**src/rtl/instr_encoder_pkg.sv**
```systemverilog
// Shared types for the RV32I instruction encoder: format enum, opcode constants, FSM states.
// The format encoding matches the core's ImmSrc encoding so descriptors can be reused verbatim.
package instr_encoder_pkg;

    typedef enum logic [2:0] {
        FMT_I = 3'b000,
        FMT_S = 3'b001,
        FMT_B = 3'b010,
        FMT_J = 3'b011,
        FMT_U = 3'b100,
        FMT_R = 3'b101
    } fmt_e;

    localparam logic [6:0] OPC_OP     = 7'b0110011;
    localparam logic [6:0] OPC_OP_IMM = 7'b0010011;
    localparam logic [6:0] OPC_LOAD   = 7'b0000011;
    localparam logic [6:0] OPC_STORE  = 7'b0100011;
    localparam logic [6:0] OPC_BRANCH = 7'b1100011;
    localparam logic [6:0] OPC_JAL    = 7'b1101111;
    localparam logic [6:0] OPC_JALR   = 7'b1100111;
    localparam logic [6:0] OPC_LUI    = 7'b0110111;
    localparam logic [6:0] OPC_AUIPC  = 7'b0010111;

    typedef enum logic [1:0] {
        ST_IDLE = 2'b00,
        ST_LOAD = 2'b01,
        ST_DONE = 2'b10,
        ST_ERR  = 2'b11
    } state_e;

    // Shift-immediates (slli/srli/srai) carry a 5-bit shamt plus instruction bit 30.
    function automatic logic is_shift_imm(input logic [6:0] op, input logic [2:0] funct3);
        return (op == OPC_OP_IMM) && ((funct3 == 3'b001) || (funct3 == 3'b101));
    endfunction

endpackage

```
**src/rtl/instr_encoder_pack.sv**
```systemverilog
// instr_pack: combinational field -> 32-bit RV32I word packer with illegal flag; zero latency, no handshake.
// INSTR_ENC_RANGE_CHECK_EN adds immediate range checks; otherwise immediates are truncated to the encoded bits.
module instr_pack
    import instr_encoder_pkg::*;
(
    input  logic [2:0]  fmt,
    input  logic [6:0]  op,
    input  logic [2:0]  funct3,
    input  logic        funct7b5,
    input  logic [4:0]  rd,
    input  logic [4:0]  rs1,
    input  logic [4:0]  rs2,
    input  logic [31:0] imm,
    output logic [31:0] word,
    output logic        illegal
);

    logic fmt_bad;
    logic range_ok;
    logic shift_imm;

    assign shift_imm = is_shift_imm(op, funct3);

    always_comb begin
        word    = 32'h0000_0000;
        fmt_bad = 1'b0;
        case (fmt_e'(fmt))
            FMT_R: word = {1'b0, funct7b5, 5'b00000, rs2, rs1, funct3, rd, op};
            FMT_I: begin
                if (shift_imm) begin
                    word = {1'b0, funct7b5, 5'b00000, imm[4:0], rs1, funct3, rd, op};
                end else begin
                    word = {imm[11:0], rs1, funct3, rd, op};
                end
            end
            FMT_S: word = {imm[11:5], rs2, rs1, funct3, imm[4:0], op};
            FMT_B: word = {imm[12], imm[10:5], rs2, rs1, funct3, imm[4:1], imm[11], op};
            FMT_U: word = {imm[31:12], rd, op};
            FMT_J: word = {imm[20], imm[10:1], imm[11], imm[19:12], rd, op};
            default: fmt_bad = 1'b1;
        endcase
    end

`ifdef INSTR_ENC_RANGE_CHECK_EN
    // A value fits in N signed bits when bits 31:N-1 are all copies of the sign.
    always_comb begin
        range_ok = 1'b1;
        case (fmt_e'(fmt))
            FMT_I: begin
                if (shift_imm) begin
                    range_ok = ~|imm[31:5];
                end else begin
                    range_ok = (&imm[31:11]) | (~|imm[31:11]);
                end
            end
            FMT_S:   range_ok = (&imm[31:11]) | (~|imm[31:11]);
            FMT_B:   range_ok = ((&imm[31:12]) | (~|imm[31:12])) & ~imm[0];
            FMT_J:   range_ok = ((&imm[31:20]) | (~|imm[31:20])) & ~imm[0];
            FMT_U:   range_ok = ~|imm[11:0];
            default: range_ok = 1'b1;
        endcase
    end
`else
    assign range_ok = 1'b1;
`endif

    assign illegal = fmt_bad | ~range_ok;

endmodule

```
**src/rtl/instr_encoder.sv**
```systemverilog
// instr_encoder: streams field-level RV32I descriptors into consecutive instruction-memory words.
// Latency: accept at edge N -> we/waddr/wdata valid in cycle N+1; one descriptor per cycle.
// Backpressure: in_ready high only in LOAD. Optional INSTR_ENC_RANGE_CHECK_EN (inside instr_pack).
module instr_encoder
    import instr_encoder_pkg::*;
#(
    parameter int DEPTH = 64,
    parameter int AW    = $clog2(DEPTH)
) (
    input  logic          clk,
    input  logic          reset,
    input  logic          start,
    input  logic          in_valid,
    output logic          in_ready,
    input  logic [2:0]    in_fmt,
    input  logic [6:0]    in_op,
    input  logic [2:0]    in_funct3,
    input  logic          in_funct7b5,
    input  logic [4:0]    in_rd,
    input  logic [4:0]    in_rs1,
    input  logic [4:0]    in_rs2,
    input  logic [31:0]   in_imm,
    input  logic          in_last,
    output logic          we,
    output logic [AW-1:0] waddr,
    output logic [31:0]   wdata,
    output logic [AW:0]   count,
    output logic          done,
    output logic          full,
    output logic          err
);

    state_e        state_q, state_d;
    logic [AW-1:0] ptr_q, ptr_d;
    logic [AW:0]   count_q, count_d;
    logic          we_q, we_d;
    logic [AW-1:0] waddr_q, waddr_d;
    logic [31:0]   wdata_q, wdata_d;
    logic          err_q, err_d;

    logic [31:0]   packed_word;
    logic          packed_illegal;
    logic          accept;
    logic          at_last_word;
    logic          restart;

    instr_pack u_pack (
        .fmt      (in_fmt),
        .op       (in_op),
        .funct3   (in_funct3),
        .funct7b5 (in_funct7b5),
        .rd       (in_rd),
        .rs1      (in_rs1),
        .rs2      (in_rs2),
        .imm      (in_imm),
        .word     (packed_word),
        .illegal  (packed_illegal)
    );

    assign accept       = in_valid & in_ready;
    assign at_last_word = (ptr_q == AW'(DEPTH - 1));
    assign restart      = start & (state_q != ST_LOAD);

    always_ff @(posedge clk) begin
        if (reset) begin
            state_q <= ST_IDLE;
        end else begin
            state_q <= state_d;
        end
    end

    always_comb begin
        state_d = state_q;
        case (state_q)
            ST_IDLE, ST_DONE, ST_ERR: begin
                if (start) begin
                    state_d = ST_LOAD;
                end
            end
            ST_LOAD: begin
                if (accept) begin
                    if (packed_illegal) begin
                        state_d = ST_ERR;
                    end else if (in_last || at_last_word) begin
                        state_d = ST_DONE;
                    end
                end
            end
            default: state_d = ST_IDLE;
        endcase
    end

    // done waits for the final write to retire so a reader sees count complete.
    always_comb begin
        in_ready = (state_q == ST_LOAD);
        done     = (state_q == ST_DONE) & ~we_q;
    end

    always_comb begin
        ptr_d   = ptr_q;
        count_d = count_q + {{AW{1'b0}}, we_q};
        we_d    = 1'b0;
        waddr_d = waddr_q;
        wdata_d = wdata_q;
        err_d   = err_q;
        if (restart) begin
            ptr_d   = '0;
            count_d = '0;
            err_d   = 1'b0;
        end
        if (accept) begin
            if (packed_illegal) begin
                err_d = 1'b1;
            end else begin
                we_d    = 1'b1;
                waddr_d = ptr_q;
                wdata_d = packed_word;
                ptr_d   = ptr_q + 1'b1;
            end
        end
    end

    always_ff @(posedge clk) begin
        if (reset) begin
            ptr_q   <= '0;
            count_q <= '0;
            we_q    <= 1'b0;
            waddr_q <= '0;
            wdata_q <= 32'h0000_0000;
            err_q   <= 1'b0;
        end else begin
            ptr_q   <= ptr_d;
            count_q <= count_d;
            we_q    <= we_d;
            waddr_q <= waddr_d;
            wdata_q <= wdata_d;
            err_q   <= err_d;
        end
    end

    assign we    = we_q;
    assign waddr = waddr_q;
    assign wdata = wdata_q;
    assign count = count_q;
    assign full  = (count_q == (AW + 1)'(DEPTH));
    assign err   = err_q;

endmodule
```
**config.mk**
```make
export PLATFORM = sky130hd
export DESIGN_NAME = instr_encoder
export DESIGN_NICKNAME = d
export VERILOG_FILES = /design/src/rtl/instr_encoder_pkg.sv /design/src/rtl/instr_encoder_pack.sv /design/src/rtl/instr_encoder.sv
export SDC_FILE = /design/constraint.sdc
export NUM_CORES = 1
export LEC_CHECK = 0
export ABC_AREA = 0
export CAP_MARGIN = 5
export CELL_PAD_IN_SITES_DETAIL_PLACEMENT = 0
export CELL_PAD_IN_SITES_GLOBAL_PLACEMENT = 1
export CORE_MARGIN = 2
export CORE_UTILIZATION = 32
export DETAILED_ROUTE_END_ITERATION = 10
export PLACE_DENSITY_LB_ADDON = 0.25
export SLEW_MARGIN = 20
export SYNTH_ARGS = -nofsm -noshare
export SYNTH_HDL_FRONTEND = slang
export SYNTH_SLANG_ARGS = --single-unit
```
**constraint.sdc**
```tcl
create_clock -name clk -period 3.3 [get_ports clk]
set_input_delay 0.825 -clock clk [delete_from_list [all_inputs] [get_ports clk]]
set_output_delay 0.825 -clock clk [all_outputs]
set_load 0.02 [all_outputs]
```
==> results of run 1 <==
==> power groups by stage <==
stage	Combinational [W]	Clock, W	Sequential (W)
3_5_place_dp	0.000315	0	0.000718
4_1_cts	0.000316	0.000390	0.000703
6_report	0.000313	0.000368	0.000702
5_1_grt	0.000339	0.000410	0.000706
3_3_place_gp	0.000313	0	0.000718
2_1_floorplan	0.000129	0	0.000743
==> worst min-delay path by stage <==
stage	end	slack, ns
after floorplan	waddr[5]	0.45
after global placement	waddr[1]	0.44
after detailed placement	waddr[3]	0.45
after CTS	waddr[3]	0.46
after global routing	wdata[4]	0.49
final	wdata[4]	0.46
==> area by class of cell <==
| type | instances | area (um2) |
|---|---|---|
| Clock buffer | 6 | 72.6 |
| Multi-Input combinational cell | 221 | 1430 |
| Timing Repair Buffer | 123 | 1210 |
| Clock inverter | 2 | 12.5 |
| Fill cell | 804 | 4210 |
| Tap cell | 105 | 131 |
| Sequential cell | 55 | 1100 |
| Inverter | 4 | 15.0 |
==> synth_stat cells, drive strengths merged, types with 6 or more instances <==
cell type | number | area, um2
a211oi | 12 | 95.1
nand3 | 7 | 35.0
mux2i | 6 | 63.8
nor3b | 7 | 57.6
a221oi | 13 | 151
a21oi | 26 | 130
dfxtp | 55 | 1100
nor2 | 40 | 153
nand2 | 33 | 124
mux2 | 7 | 78.8
clkbuf | 7 | 26.3
buf | 16 | 105
nor3 | 13 | 65.1
==> logic make-up (layout without fill, tap and decap cells) <==
| logic type | after synthesis | after routing | share of synthesized area (%) |
|---|---|---|---|
| AOI/OAI and AO/OA | 72 | 72 | 20.9 |
| xor gates and xnor gates | 5 | 5 | 1.64 |
| adders and majority gates | 3 | 3 | 1.40 |
| buffers and inverters | 27 | 135 | 5.47 |
| DFF | 55 | 55 | 41.1 |
| muxes | 13 | 13 | 5.33 |
| and+or+nand+nor | 128 | 128 | 24.1 |
==> layer usage <==
metal	GRT usage, %	share of wire [%]
met4	3.57	0.66
met1	21.3	46
met2	26.5	45
met3	6.25	8.4
met5	0	0
==> flip-flops by register name, indices dropped and copies added, names as in the netlist <==
register / flops
state_q: 2
count: 7
waddr: 6
wdata: 32
ptr_q: 6
we: 1
err: 1
==> tightest hold or removal path, delay by kind of cell, from the launching register on <==
kind	cells	cell delay, ns
DFF	1	0.32
AOI/OAI and AO/OA	1	0.05
and+or+nand+nor	1	0.05
==> through the flow <==
step	util [%]	power, W	setup slack (ns)
after floorplan	-	0.000872	0.774
after global placement	47.5	0.00103	0.535
after detailed placement	47.5	0.00103	0.471
after CTS	48.5	0.00141	0.304
after global routing	48.5	0.00146	0.185
final	48.5	0.00138	0.311
==> metrics.md, run 1 <==
| Metric | Value |
|---|---|
| HP Start | wdata[4] |
| CP startpoint | count[3] |
| Asr flop ratio synth | 0% |
| Drt drc | 0 |
| Hold WS | 0.458 ns |
| Diode count | 0 |
| Leak pwr | 1.39 nW |
| H-tree levels | 2 |
| Area delta synth->final | 48.3% |
| Placed Instances | 508 |
| First-pass GRT wire length | 11900 um |
| CP arrival | 2.16 ns |
| Delay of the slowest critical-path stage | 0.67 ns |
| Most frequent cells in the layout | clkdlybuf4s50_1, dfxtp_1, nor2_1 |
| Final ANT Viol Nets | 0 |
| # Max-Cap Violations | 0 |
| Clk_skew | 0.00426 ns |
| Root Driver | clkbuf_8 |
| Pwr per Cell Area | 349 nW/um2 |
| TNS Setup | 0 ns |
| Worst setup SP type | flip-flop |
| Synth Warn # | 0 |
| Final setup viols | 0 |
| Critical Path Fanout Max | 5 |
| Initial antenna violation count | 0 |
| Post-CTS Setup Inserts | 0 |
| Initial core utilization | 32.7% |
| Hold Crit Class | reg2reg |
| Synthesis-stage register bit count | 55 |
| RSZ-0062 raised after global routing | false |
| Mapped Area | 2680 um2 |
| Share of layout cells above drive strength 1 | 9.98% |
| Sw Pwr | 0.000383 W |
| Peak supply drop | 164 uV |
| Buf+Inv Stages, Crit Path | 1 |
| Die area | 9110 um2 |
| Clock power frac | 26.6% |
| Average size of a mapped cell | 8.83 um2 |
| Unique masters post-synth | 51 |
| R2r setup slk | 1.61 ns |
| Max Buffers Root-to-Sink | 2 |
| Placed inst area | 3880 um2 |
| Cts repair resizes | 0 |
| Via count | 2586 |
| Syn Nets | 372 |
| Internal Pwr Total | 0.00100 W |
| Pin count of the biggest net entering global routing | 41 |
| Min Tclk post-route | 2.99 ns |
| WL/cell | 14.6 um |
| GP Congestion | 0.791 |
| Hold Path Depth | 2 |
| Status | completed |
| Net Sw Frac | 27.7% |
| Register area share after synthesis | 41.1% |
| Gr ovfl total | 0 |
| Fin crit share | 90.6% |
| Max Slew Vio Count | 0 |
| Die height | 95.5 um |
| Combinational group share of total power | 22.6% |
| CTS Buf Count | 5 |
| EDFF count, synth | 0 |
| End of the worst register-to-register path | ptr_q[2] |
| Placed wire-length estimate | 5550 um |
| Wirelength, routed | 7560 um |
| Worst r2r src | state_q[1] |
| CTS tree | built |
| Relative slew margins | 55.2% |
| Via-to-Cell Ratio | 5.01 |
| Slew @ Worst Pin | 0.659 ns |
| CP Class | reg2out |
| Final non-filler cell total | 516 |
| Post-CTS Hold Buffers | 0 |
| CP Capture Type | primary output |
| CP required | 2.47 ns |
| Finished Cell Area | 3970 um2 |
| Dominant synthesized flop cell | dfxtp_1 |
| # nets final | 479 |
| I/O pins | 116 |
| Clk_lat worst skew | 0.30 ns |
| Critical Path Sink | full |
| Reg2Reg Depth | 6 |
| Hold Vio Cnt, Final | 0 |
| Row count | 33 |
| Worst path depth | 3 |
| Worst path cell trace | or4b_2 > nor4_1 > clkdlybuf4s50_1 |
| Mapped Cells | 303 |
| DRT Pass-1 Iters | 4 |
| Horiz. Die Dim | 95.5 um |
| Port bufs | 115 |
| Total Routing Usage GR | 16.6% |
| Fmax | 335 MHz |
| CP max-delay cell | or4b_2 |
| Sequential Power Share | 50.7% |
| Sink Count | 55 |
| Core area | 8180 um2 |
| Drt initial violations | 95 |
| Vias in the first global route | 2492 |
| Clock transition at the registers of the reported paths | 0.10 ns |
| Worst path top cell family by delay | simple AND/OR/NAND/NOR gates |
| Commonest non-fill, non-tap cell in the layout | clkdlybuf4s50_1 |
No activity file was read; power rests on OpenSTA's default activity.
==> run 2, diff against run 1 <==
--- a/config.mk
+++ b/config.mk
@@ -13,6 +13,7 @@
 export CORE_UTILIZATION = 32
 export DETAILED_ROUTE_END_ITERATION = 10
 export PLACE_DENSITY_LB_ADDON = 0.25
+export SKIP_CTS_REPAIR_TIMING = 1
 export SLEW_MARGIN = 20
 export SYNTH_ARGS = -nofsm -noshare
 export SYNTH_HDL_FRONTEND = slang
==> results of run 2 <==
Same layout as run 1: the final DEF is identical, and so are final timing and power.
